`config.mk`:
```
export PLATFORM = sky130hd
export DESIGN_NAME = buzzer_sequencer
export DESIGN_NICKNAME = d
export VERILOG_FILES = /design/src/rtl/buzzer_sequencer.sv
export SDC_FILE = /design/constraint.sdc
export NUM_CORES = 1
export LEC_CHECK = 0
export CAP_MARGIN = 20
export CORE_UTILIZATION = 25
export DETAILED_ROUTE_END_ITERATION = 8
export GPL_TIMING_DRIVEN = 0
export PLACE_DENSITY = 0.51
export SLEW_MARGIN = 40
export SYNTH_ARGS = -nofsm -noshare
export SYNTH_HDL_FRONTEND = slang
export SYNTH_SLANG_ARGS = --single-unit
```
`constraint.sdc`:
```
create_clock -name clk_sel -period 3.08 [get_ports clk_sel]
set_clock_uncertainty 0.15 [all_clocks]
set_input_delay 0.616 -clock clk_sel [delete_from_list [all_inputs] [get_ports clk_sel]]
set_output_delay 0.616 -clock clk_sel [all_outputs]
set_load 0.01 [all_outputs]
```
`src/rtl/buzzer_sequencer.sv`:
```
// Beep pattern scheduler for the tone buzzer: fixed-priority grant among four
// requesters, then timed on/off gating of a one-hot tone select.
module buzzer_sequencer #(
  parameter int TICK_DIV  = 50_000,
  parameter int ON_TICKS  = 100,
  parameter int OFF_TICKS = 100
) (
  input  logic        clk_sel,
  input  logic        sys_rst_n,
  input  logic [3:0]  req_i,
  input  logic [7:0]  req_tone_i,
  input  logic [11:0] req_beeps_i,
  input  logic        abort_i,
  output logic [3:0]  ack_o,
  output logic        busy_o,
  output logic [1:0]  owner_o,
  output logic [3:0]  tone_sel_o,
  output logic        beep_en_o,
  output logic        done_o
);

  localparam int MAX_TICKS = (ON_TICKS > OFF_TICKS) ? ON_TICKS : OFF_TICKS;
  localparam int PW = (TICK_DIV > 1) ? $clog2(TICK_DIV) : 1;
  localparam int TW = (MAX_TICKS > 1) ? $clog2(MAX_TICKS) : 1;

  localparam logic [PW-1:0] PRESC_LAST = PW'(TICK_DIV - 1);
  localparam logic [TW-1:0] ON_LAST    = TW'(ON_TICKS - 1);
  localparam logic [TW-1:0] OFF_LAST   = TW'(OFF_TICKS - 1);

  typedef enum logic [1:0] {
    IDLE = 2'd0,
    ON   = 2'd1,
    OFF  = 2'd2
  } state_e;

  state_e          state_q, state_d;
  logic [1:0]      owner_q, owner_d;
  logic [1:0]      tone_q, tone_d;
  logic [2:0]      remaining_q, remaining_d;
  logic [PW-1:0]   presc_q, presc_d;
  logic [TW-1:0]   ticks_q, ticks_d;
  logic [3:0]      ack_q, ack_d;
  logic            done_q, done_d;
  logic            busy_q, busy_d;
  logic            beep_en_q, beep_en_d;
  logic [3:0]      tone_sel_q, tone_sel_d;

  logic            tick_w;
  logic            grant_valid_w;
  logic [1:0]      grant_idx_w;
  logic [1:0]      grant_tone_w;
  logic [2:0]      grant_beeps_w;

  function automatic logic [3:0] decode_tone(input logic [1:0] code);
    return 4'b0001 << code;
  endfunction

  assign tick_w = (presc_q == PRESC_LAST);

  // Scan from the top down so the lowest set index is the last one written.
  always_comb begin
    grant_valid_w = |req_i;
    grant_idx_w   = 2'd0;
    grant_tone_w  = 2'd0;
    grant_beeps_w = 3'd0;
    for (int i = 3; i >= 0; i--) begin
      if (req_i[i]) begin
        grant_idx_w   = 2'(i);
        grant_tone_w  = req_tone_i[2*i +: 2];
        grant_beeps_w = req_beeps_i[3*i +: 3];
      end
    end
  end

  always_comb begin
    state_d     = state_q;
    owner_d     = owner_q;
    tone_d      = tone_q;
    remaining_d = remaining_q;
    presc_d     = presc_q;
    ticks_d     = ticks_q;
    ack_d       = 4'b0000;
    done_d      = 1'b0;

    case (state_q)
      IDLE: begin
        if (grant_valid_w) begin
          owner_d            = grant_idx_w;
          tone_d             = grant_tone_w;
          ack_d[grant_idx_w] = 1'b1;
          presc_d            = '0;
          ticks_d            = '0;
          if (grant_beeps_w != 3'd0) begin
            state_d     = ON;
            remaining_d = grant_beeps_w;
          end
        end
      end

      ON: begin
        if (abort_i) begin
          state_d = IDLE;
          presc_d = '0;
          ticks_d = '0;
        end else if (tick_w) begin
          presc_d = '0;
          if (ticks_q == ON_LAST) begin
            ticks_d     = '0;
            remaining_d = remaining_q - 3'd1;
            state_d     = OFF;
          end else begin
            ticks_d = ticks_q + 1'b1;
          end
        end else begin
          presc_d = presc_q + 1'b1;
        end
      end

      OFF: begin
        if (abort_i) begin
          state_d = IDLE;
          presc_d = '0;
          ticks_d = '0;
        end else if (tick_w) begin
          presc_d = '0;
          if (ticks_q == OFF_LAST) begin
            ticks_d = '0;
            if (remaining_q != 3'd0) begin
              state_d = ON;
            end else begin
              state_d = IDLE;
              done_d  = 1'b1;
            end
          end else begin
            ticks_d = ticks_q + 1'b1;
          end
        end else begin
          presc_d = presc_q + 1'b1;
        end
      end

      default: begin
        state_d = IDLE;
        presc_d = '0;
        ticks_d = '0;
      end
    endcase

    // Outputs are computed from the next state so they are registered yet aligned with it.
    busy_d     = (state_d != IDLE);
    beep_en_d  = (state_d == ON);
    tone_sel_d = (state_d == ON) ? decode_tone(tone_d) : 4'b0000;
  end

  always_ff @(posedge clk_sel or negedge sys_rst_n) begin
    if (!sys_rst_n) begin
      state_q     <= IDLE;
      owner_q     <= 2'd0;
      tone_q      <= 2'd0;
      remaining_q <= 3'd0;
      presc_q     <= '0;
      ticks_q     <= '0;
      ack_q       <= 4'b0000;
      done_q      <= 1'b0;
      busy_q      <= 1'b0;
      beep_en_q   <= 1'b0;
      tone_sel_q  <= 4'b0000;
    end else begin
      state_q     <= state_d;
      owner_q     <= owner_d;
      tone_q      <= tone_d;
      remaining_q <= remaining_d;
      presc_q     <= presc_d;
      ticks_q     <= ticks_d;
      ack_q       <= ack_d;
      done_q      <= done_d;
      busy_q      <= busy_d;
      beep_en_q   <= beep_en_d;
      tone_sel_q  <= tone_sel_d;
    end
  end

  assign ack_o      = ack_q;
  assign busy_o     = busy_q;
  assign owner_o    = owner_q;
  assign tone_sel_o = tone_sel_q;
  assign beep_en_o  = beep_en_q;
  assign done_o     = done_q;

endmodule

```
# == Word level (Yosys, flattened, before mapping) ==
# Cells that the tools add are included.
# word_totals
romBits,0
input_bits,27
output_inout_bits,13
register_bits,43
latchBits,0
ramBits,0
memories,0
wordCells,88
# op_classes
n_eq_ne,11
magnitude_cmp,2
mux,49
reduce_logical,11
n_mul,0
add_sub_neg,3
bitwise,0
n_div,0
shift,1
# op_table
op,count
$mux W16,3
$mux W2,18
$pmux W16 S2,1
$mux W7,4
$mux W3,9
$add A16 B1 Y16 const B,1
$eq A16 B16 Y1 const B,1
$pmux W7 S2,1
$mux W4,3
$ne A2 B2 Y1 const B,5
$add A7 B1 Y7 const B,1
$eq A7 B7 Y1 const B,1
$mux W1,7
$pmux W2 S3,1
$pmux W3 S2,1
$reduce_and A6 Y1,1
$reduce_bool A3 Y1,2
$eq A2 B1 Y1 const B,2
$reduce_and A2 Y1,2
$reduce_bool A2 Y1,2
$reduce_or A4 Y1,1
$shl A1 B2 Y4 const A,1
$lt A2 B3 Y1 const B,1
$ne A3 B1 Y1 const B,1
7 further kinds,7

# == Depth between registers and ports, before layout ==
# logic_depth
word_depth,10
depth_mapped,8
mapped_depth_nobuf,7

# == Worst setup path before layout ==
# No wires, ideal clock.
# synth_path
path_kind,input port to flip-flop
from,input port req_i[0]
to,register remaining_q[0]
n_path_buf,2
cell_stages,7
arrival_time_ps,2340
setup_ps,138
slack_ps,453
path_cell_list,buf_2 or2_1 buf_2 a221o_1 a222oi_1 a211oi_1 mux2i_1
# synth_between
elab_chain_len,4
word_cells_on_any_way,9
classes_between,2 x eq/ne; 4 x mux; 3 x reduce/logical
# synth_rtl
element,line,rtl
start: declaration,10,"input logic [3:0] req_i,"
$mux W3,67,if (req_i[i]) begin
$reduce_bool A3 Y1 or $mux W3 (tied branches),93,if (grant_beeps_w != 3'd0) begin
$ne A2 B2 Y1 (no line) or $mux W3 (tied branches),-,
$reduce_and A6 Y1 (no line) or $pmux W3 S2 (tied branches),-,
end signal: assignment,172,remaining_q <= remaining_d;
end: declaration,39,"logic [2:0] remaining_q, remaining_d;"
# Parallel ways exist; a longest one is shown, timed or not. The select of a mux whose other input is x is not followed.
# A chain may end at the register's enable or synchronous reset.

# == Worst setup path after layout ==
# layout_path
from,register presc_q[0]
to,register ticks_q[4]
# layout_between
elab_chain_len,3
# layout_rtl
element,line,rtl
start: declaration,40,"logic [PW-1:0] presc_q, presc_d;"
start signal: assignment,173,presc_q <= presc_d;
$eq A16 B16 Y1,58,assign tick_w = (presc_q == PRESC_LAST);
$ne A3 B1 Y1 (no line),-,
$reduce_and A2 Y1 (no line),-,
end signal: assignment,174,ticks_q <= ticks_d;
end: declaration,41,"logic [TW-1:0] ticks_q, ticks_d;"
# Every way passes these cells.

==> metrics.txt <==
Logic pwr share 37.4%; first-pass GRT wire length 9910 µm; CP Class flop to flop; antenna violations before repair 0; largest net degree at the start of global routing 41; net count after synthesis 295; Place WS -0.213 ns; via count 2,132; DRT antenna net count 0; status complete, no violations; fraction of layout cells with a size suffix above 1 6.82%; maximum vdd drop 0.197 mV; commonest cells in the netlist 43 x dfrtp_1, 25 x nor2_1, 17 x o21ai_0; chip height 101 µm; Worst Path Max Fanout 10; max-slew violation count 0; Die Wd 101 µm; Wirelength per Cell 13.7 µm; DP HPWL 4330 µm; Final Util 33.5%; startpoint types flop; share of the synthesized area in the top cell type 44.3%; grt total ovfl 0; Clk pin slew, worst setup/hold paths 0.09 ns; Critical Path Sink Type flop; Avg Vias per Cell 4.88; clock root cell clkbuf_8; Syn Inst Count 260; Clock Power Share 24.3%; routability congestion estimate 0.777; Tcrit/Tclk final 86.9%; Seq/Total Area, Yosys 44.3%; Fillers 978; Ports 40; endpoints failing hold 0; Buf+Inv Stages, Crit Path 1; Hold Slack 0.341 ns; core area 9330 µm²; Req. time, crit path 3.17 ns; Synth Register Bits 43; initial core utilization 26.1%; later-pin clock latency in the skew report 0.30 ns; Reg power frac 38.3%; prevailing post-synth register cell dfrtp_1; Pre-antenna DRT Iters 4; nets@finish 342; PnR Total Power 1.91 mW; count leader, synth dfrtp_1; final WL 5970 µm; Pleak 1.26 nW; I/O Buffers 37; slew of the pin with the lowest slew margin 0.638 ns; critical path's slowest cell or4_1; WP data arrival 2.76 ns; hold crit path type flop to flop; area delta synth->final 28.4%; CP Cell Sequence ha_1 > nand4_1 > or4_1 > a21oi_1 > clkbuf_1 > nand3_1 > o21ai_1; CTS Buffer Depth 2; R2R Setup Slk 0.40 ns; CP max stage delay 0.62 ns; CTS tree done; Design Area, Final 3120 µm²; area leader, netlist dfrtp_1; # resized after CTS 0; fmax 0.374 GHz; CTS sink cnt 43; Final WS setup 0.403 ns; Final Setup Violations 0; vias in the first global route 2,047; DRC 0; Starting DRT DRC Count 86; Sw Ratio 33.8%; Syn Std Cell Area 2430 µm²; Rows 35; Post-synth EDFFs 0; Psw 648 µW; H-tree lvl count 2; Cell Pwr Density 613 nW/µm²; maxcap violations 0; CTS Buf Count 5; antenna fix cells 0; placed inst area 2980 µm²; Syn Area/Cell 9.35 µm²; Tmin final 2.68 ns; Global Route Usage Sum 12.4%; Ys Warns 0; RSZ-0062 raised after global routing no; Area contributors post-synth dfrtp_1 44%, ha_1 4.1%, nor2_1 3.9%, o21ai_0 3.5%, nand3_1 3.3%; Synth cell types 53; cell family with most CP delay simple AND/OR/NAND/NOR gates; Pint 1.27 mW; Slew headroom 57.1%; die area 10,100 µm²; FFs w/ async S/R, synth 100%
==> layer usage <==
layer	GRT usage (%)	vias to the layer above	wire [µm]
met1	17.2	1015	3030
li1	-	1057	-
met3	2.01	7	304
met2	19.3	53	2570
met4	4.68	0	68
met5	0	-	0
==> area by class of cell <==
class	count	area [µm²]	share of cell area, %
multi-input cells	195	1280	40.9
flip-flops and latches	43	1080	34.5
repair buffers	40	405	13.0
well taps	129	161	5.17
clock buffers	6	82.6	2.65
inverters	14	52.6	1.68
clock inverters	2	35.0	1.12
plain buffers	8	32.5	1.04
==> path summary, 6_finish.rpt <==
check	start	to	depth (start not counted)
max	presc_q[0]	ticks_q[4]	7
min in group asynchronous	sys_rst_n	ack_o[2]	2
min reg2reg	ticks_q[6]	ticks_q[6]	1
max reg2reg	presc_q[0]	ticks_q[4]	7
max in group asynchronous	sys_rst_n	state_q[0]	3
min	ticks_q[6]	ticks_q[6]	1
==> power groups by stage <==
stage,clock [mW],combinational [mW],sequential [mW]
CTS,0.480,0.722,0.734
floorplan,0,0.429,0.763
global route,0.497,0.809,0.751
finish,0.465,0.716,0.734
global placement,0,0.704,0.746
detailed placement,0,0.716,0.747
==> layout by cell type, fill, tap and decap left out, drive strengths merged, types with 4 or more instances in the layout <==
cell	instances
a21oi	9
a221o	5
a2bb2oi	5
a31oi	4
and2	5
and3	5
buf	6
clkbuf	11
clkdlybuf4s50	36
dfrtp	43
ha	8
inv	13
nand2	11
nand2b	8
nand3	16
nand4	5
nor2	25
nor2b	6
nor3	8
nor4	6
o21ai	19
o31ai	7
or3	4
xor2	5
==> metrics by stage <==
stage / std cells / TNS (ns)
after global routing: 437 / 0
after floorplan: 260 / 0
after CTS: 436 / 0
after detailed placement: 427 / -1.88
after global placement: 426 / -2.99
final: 437 / 0
==> what timing repair did <==
| item | in CTS | in global routing |
|---|---|---|
| setup buffers | 0 | 1 |
| hold buffers | 1 | 0 |
| endpoints found under the setup margin | 0 | 2 |
| hold endpoints to repair | 3 | 0 |
==> logic make-up (layout without fill, tap and decap cells) <==
| logic type | after synthesis | count (layout) | synth area share (%) |
|---|---|---|---|
| DFF | 43 | 43 | 44.3 |
| and+or+nand+nor | 111 | 111 | 25.3 |
| xor gates and xnor gates | 6 | 6 | 2.16 |
| muxes | 3 | 3 | 1.24 |
| adders and majority gates | 8 | 8 | 4.12 |
| AOI/OAI and AO/OA | 67 | 67 | 19.4 |
| buffers and inverters | 22 | 70 | 3.50 |
==> flip-flops by register name, indices dropped and copies added, names as in the netlist <==
name / count
owner_o: 2
busy_o: 1
presc_q: 16
remaining_q: 3
beep_en_o: 1
tone_q: 2
ticks_q: 7
tone_sel_o: 4
state_q: 2
ack_o: 4
done_o: 1
==> worst register-to-register path, stage by stage, from the launching register on <==
cell	delay, ns
dfrtp_1	0.43
ha_1	0.26
nand4_1	0.15
or4_1	0.62
a21oi_1	0.28
clkbuf_1	0.45
nand3_1	0.14
o21ai_1	0.14
Power figures use the tool's default switching activity.
